`src/rtl/serial_addsub_8bits_pkg.sv`:
```
// Shared types and sizing for the serial add/subtract unit.
// Holds the FSM state encoding, the default operand width and the bit-counter width rule.
package serial_addsub_8bits_pkg;

    typedef enum logic [1:0] {
        IDLE  = 2'd0,
        SHIFT = 2'd1,
        DONE  = 2'd2
    } state_e;

    localparam int DEF_WIDTH = 8;

    function automatic int cnt_width(input int w);
        return (w > 1) ? $clog2(w) : 1;
    endfunction

    localparam int DEF_CNT_W = cnt_width(DEF_WIDTH);

endpackage

```
`src/rtl/serial_addsub_8bits_fa.sv`:
```
// One-bit full adder used as the single arithmetic cell of the serial datapath.
module full_adder (
    input  logic a,
    input  logic b,
    input  logic cin,
    output logic sum,
    output logic cout
);

    assign sum  = a ^ b ^ cin;
    assign cout = (a & b) | (a & cin) | (b & cin);

endmodule

```
`src/rtl/serial_addsub_8bits.sv`:
```
// Bit-serial two's complement adder/subtractor, one bit per clock, LSB first.
// State | meaning: IDLE - waiting for start; SHIFT - one bit per edge; DONE - result valid for one cycle.
module serial_addsub_8bits
    import serial_addsub_8bits_pkg::*;
#(
    parameter int WIDTH = DEF_WIDTH
) (
    input  logic             clk,
    input  logic             rst_n,
    input  logic             start,
    input  logic [WIDTH-1:0] a,
    input  logic [WIDTH-1:0] b,
    input  logic             m,
    output logic             busy,
    output logic             done,
    output logic [WIDTH-1:0] s,
    output logic             ovf,
    output logic             cout
);

    localparam int CNT_W = cnt_width(WIDTH);
    localparam logic [CNT_W-1:0] LAST = CNT_W'(WIDTH - 1);

    state_e           state_q, state_d;
    logic [CNT_W-1:0] cnt_q, cnt_d;
    logic [WIDTH-1:0] a_q, a_d;
    logic [WIDTH-1:0] b_q, b_d;
    logic             m_q, m_d;
    logic             carry_q, carry_d;
    logic [WIDTH-1:0] s_q, s_d;
    logic             ovf_q, ovf_d;
    logic             cout_q, cout_d;

    logic             fa_sum;
    logic             fa_cout;

    // a_q doubles as the result shift register: operand bits leave at the LSB
    // while sum bits enter at the MSB, so after WIDTH shifts it holds the result.
    full_adder u_fa (
        .a    (a_q[0]),
        .b    (b_q[0] ^ m_q),
        .cin  (carry_q),
        .sum  (fa_sum),
        .cout (fa_cout)
    );

    always_ff @(posedge clk) begin
        if (!rst_n) begin
            state_q <= IDLE;
            cnt_q   <= '0;
            a_q     <= '0;
            b_q     <= '0;
            m_q     <= 1'b0;
            carry_q <= 1'b0;
            s_q     <= '0;
            ovf_q   <= 1'b0;
            cout_q  <= 1'b0;
        end else begin
            state_q <= state_d;
            cnt_q   <= cnt_d;
            a_q     <= a_d;
            b_q     <= b_d;
            m_q     <= m_d;
            carry_q <= carry_d;
            s_q     <= s_d;
            ovf_q   <= ovf_d;
            cout_q  <= cout_d;
        end
    end

    always_comb begin
        state_d = state_q;
        cnt_d   = cnt_q;
        a_d     = a_q;
        b_d     = b_q;
        m_d     = m_q;
        carry_d = carry_q;
        s_d     = s_q;
        ovf_d   = ovf_q;
        cout_d  = cout_q;

        case (state_q)
            IDLE, DONE: begin
                if (start) begin
                    a_d     = a;
                    b_d     = b;
                    m_d     = m;
                    carry_d = m;
                    cnt_d   = '0;
                    state_d = SHIFT;
                end else begin
                    state_d = IDLE;
                end
            end
            SHIFT: begin
                a_d     = {fa_sum, a_q[WIDTH-1:1]};
                b_d     = b_q >> 1;
                carry_d = fa_cout;
                if (cnt_q == LAST) begin
                    s_d     = {fa_sum, a_q[WIDTH-1:1]};
                    cout_d  = fa_cout;
                    ovf_d   = carry_q ^ fa_cout;
                    cnt_d   = '0;
                    state_d = DONE;
                end else begin
                    cnt_d = cnt_q + 1'b1;
                end
            end
            default: state_d = IDLE;
        endcase
    end

    assign busy = (state_q == SHIFT);
    assign done = (state_q == DONE);
    assign s    = s_q;
    assign ovf  = ovf_q;
    assign cout = cout_q;

endmodule

```
`config.mk`:
```
export PLATFORM = sky130hd
export DESIGN_NAME = serial_addsub_8bits
export DESIGN_NICKNAME = d
export VERILOG_FILES = /design/src/rtl/serial_addsub_8bits_pkg.sv /design/src/rtl/serial_addsub_8bits_fa.sv /design/src/rtl/serial_addsub_8bits.sv
export SDC_FILE = /design/constraint.sdc
export NUM_CORES = 1
export LEC_CHECK = 0
export ABC_AREA = 1
export ABC_CLOCK_PERIOD_IN_PS = 2800
export CAP_MARGIN = 40
export CORE_AREA = 3 3 60 62
export CTS_CLUSTER_DIAMETER = 100
export CTS_CLUSTER_SIZE = 14
export DETAILED_ROUTE_END_ITERATION = 8
export DIE_AREA = 0 0 63 65
export HOLD_SLACK_MARGIN = 0.15
export PLACE_DENSITY = 0.77
export SYNTH_ARGS = -nofsm -noshare
export SYNTH_HDL_FRONTEND = slang
export SYNTH_HIERARCHICAL = 1
export SYNTH_SLANG_ARGS = --single-unit
export TNS_END_PERCENT = 20
```
`constraint.sdc`:
```
create_clock -name clk -period 2.8 [get_ports clk]
set_input_delay 0.56 -clock clk [delete_from_list [all_inputs] [get_ports clk]]
set_output_delay 0.56 -clock clk [all_outputs]
set_load 0.02 [all_outputs]
```
==> reports/results.txt <==
status = completed
CORE AREA = 3080 um2
part of the power in combinational logic = 18.2%
commonest non-fill, non-tap cell in the layout = nand2_1
R2R depth = 8
critical path type = register to primary output
Critical Path Sink Type = primary output
WL per Instance = 11.3 um
Int Pwr = 0.000795 W
clk root buf = clkbuf_4
Post-Syn Area = 1670 um2
DRT antenna net count = 0
f_max = 0.428 GHz
fin area = 2030 um2
total power draw = 0.00108 W
Min-Delay Path Class = register to register
Mapped Avg Cell Area = 6.93 um2
die height = 65 um
Leakage = 0.940 nW
number of global-route vias before repair = 1406
Via density = 4.93
DP HPWL = 2400 um
largest net degree at the start of global routing = 37
Total Routed Length = 3530 um
GRT Util Overall = 19.1%
site row count = 20
Sw Ratio = 26.5%
Worst slew margin = 62.5%
fin nets = 289
CP Max Fanout = 27
clk sinks = 33
Initial Util = 54.3%
Area after DPL = 1950 um2
worst path arrival time = 1780 ps
PostCTS Resize Cnt = 0
clock group share of total power = 34.3%
R2R setup slack = 1190 ps
largest area contributor in the netlist = dfxtp_1
Ys Warns = 6
Worst EP required = 2240 ps
Reg clk slew, reported paths = 110 ps
RSZ-0062 raised after global routing = no
Synth cell types = 23
n_diodes = 0
total gr overflow = 0
max-cap viol count = 0
Worst Clk Skew = 13.1 ps
H-tree depth = 2
PortBufs = 31
die extent in x = 63 um
share of cells above drive strength 1 = 5.99%
initial antenna violation count = 0
worst skew pair latency = 330 ps
pre-CTS WS = 819 ps
Gate Count Post-Synth = 241
Seq pwr share = 47.5%
sw power = 0.000287 W
top cell type's share of synthesized area = 39.6%
DR DRC count = 0
Worst Hold Path Cells = 2
routability congestion estimate = 0.777
Post-CTS Setup Bufs = 0
register area share after synthesis = 39.6%
syn_nets = 264
Clock Path Buffers = 2
PD cells = 533 nW/um2
Worst Setup Start Kind = register
Setup violations, final = 0
Final Slew Violations = 0
post-synthesis register bit count = 33
area of the die = 4100 um2
Area contributors post-synth = dfxtp_1, nand3_1, nand2_1
io pins = 32
fillers = 317
Tmin final = 2340 ps
DRT Pass-1 Iters = 4
area grow syn2layout = 21.6%
final hold vios = 0
CTS tree = built
Post-CTS Hold Fix Bufs = 0
final period utilization = 83.5%
Layout Cells excl Fill = 311
Sum Neg Setup Slack = 0 ps
Worst VDD drop = 0.316 mV
1st-iter DRT viols = 70
placed insts = 303
worst slew pin tran = 561 ps
cts bufs inserted = 5
first-pass GRT wire length = 6110 um
vias = 1534
most frequent cells in the layout = nand2_1, nand3_1, inv_1, dfxtp_1, clkdlybuf4s50_1
Final WS setup = 462 ps
metal layers:
metal	global-route usage, %	vias to the layer above	part of all wire [%]
met2	30.2	37	48
met5	0	-	0
li1	-	802	-
met1	23.7	690	45
met3	7.45	5	5.4
met4	6.34	0	1.2
cells in the mapped netlist (all sizes together):
master,number
nand3,46
nor3,13
buf,11
a21oi,12
clkbuf,4
o21ai,3
clkinv,4
fa,1
nand2,51
ha,2
xor2,2
inv,35
nand3b,2
nor2,22
dfxtp,33
sequential cells by signal (all words and copies together) (netlist names):
name / cells
s: 8
cout: 1
cnt_q: 3
a_q: 8
m_q: 1
ovf: 1
carry_q: 1
state_q: 2
b_q: 8
power groups by stage:
| stage | Sequential (W) | Combinational [W] | Clock, W |
|---|---|---|---|
| 2_1_floorplan | 0.000520 | 0.000150 | 0 |
| 3_3_place_gp | 0.000524 | 0.000193 | 0 |
| 3_5_place_dp | 0.000525 | 0.000196 | 0 |
| 4_1_cts | 0.000514 | 0.000198 | 0.000377 |
| 5_1_grt | 0.000518 | 0.000223 | 0.000410 |
| 6_report | 0.000514 | 0.000197 | 0.000371 |
critical path: stages, from the launching register on:
cell and delay [ps]:
dfxtp_1 390, inv_4 80, nor2_8 300, clkdlybuf4s50_1 680
cell families (layout without fill, tap and decap cells):
logic type | after synthesis | count (layout) | share of synthesized area, %
XOR/XNOR | 2 | 2 | 1.05
flip-flops | 33 | 33 | 39.6
adder cells (fa/ha/maj) | 3 | 3 | 2.70
buffers and inverters | 54 | 80 | 15.2
AND/OR/NAND/NOR | 134 | 134 | 37.0
AO/OA/AOI/OAI | 15 | 15 | 4.49
through the flow:
stage | hold WS [ps] | utilization, %
after floorplan | 452 | -
after detailed placement | 455 | 63.2
after CTS | 470 | 66.0
after global routing | 494 | 66.0
final | 471 | 66.0
after global placement | 453 | 63.2
path summary, 6_finish.rpt:
check / to / from
max: busy / state_q[0]
min: s[7] / s[7]
max reg2reg: a_q[7] / b_q[0]
min reg2reg: s[7] / s[7]
final cells by class:
type / instances / area [um2] / area share [%]
inverter: 39 / 149 / 7.33
tap: 44 / 55.1 / 2.71
clock inverter: 1 / 30.0 / 1.48
multi-input combinational: 154 / 756 / 37.2
sequential: 33 / 661 / 32.5
clock buffer: 7 / 55.1 / 2.71
timing repair buffer: 33 / 325 / 16.0
Power figures use the tool's default switching activity.
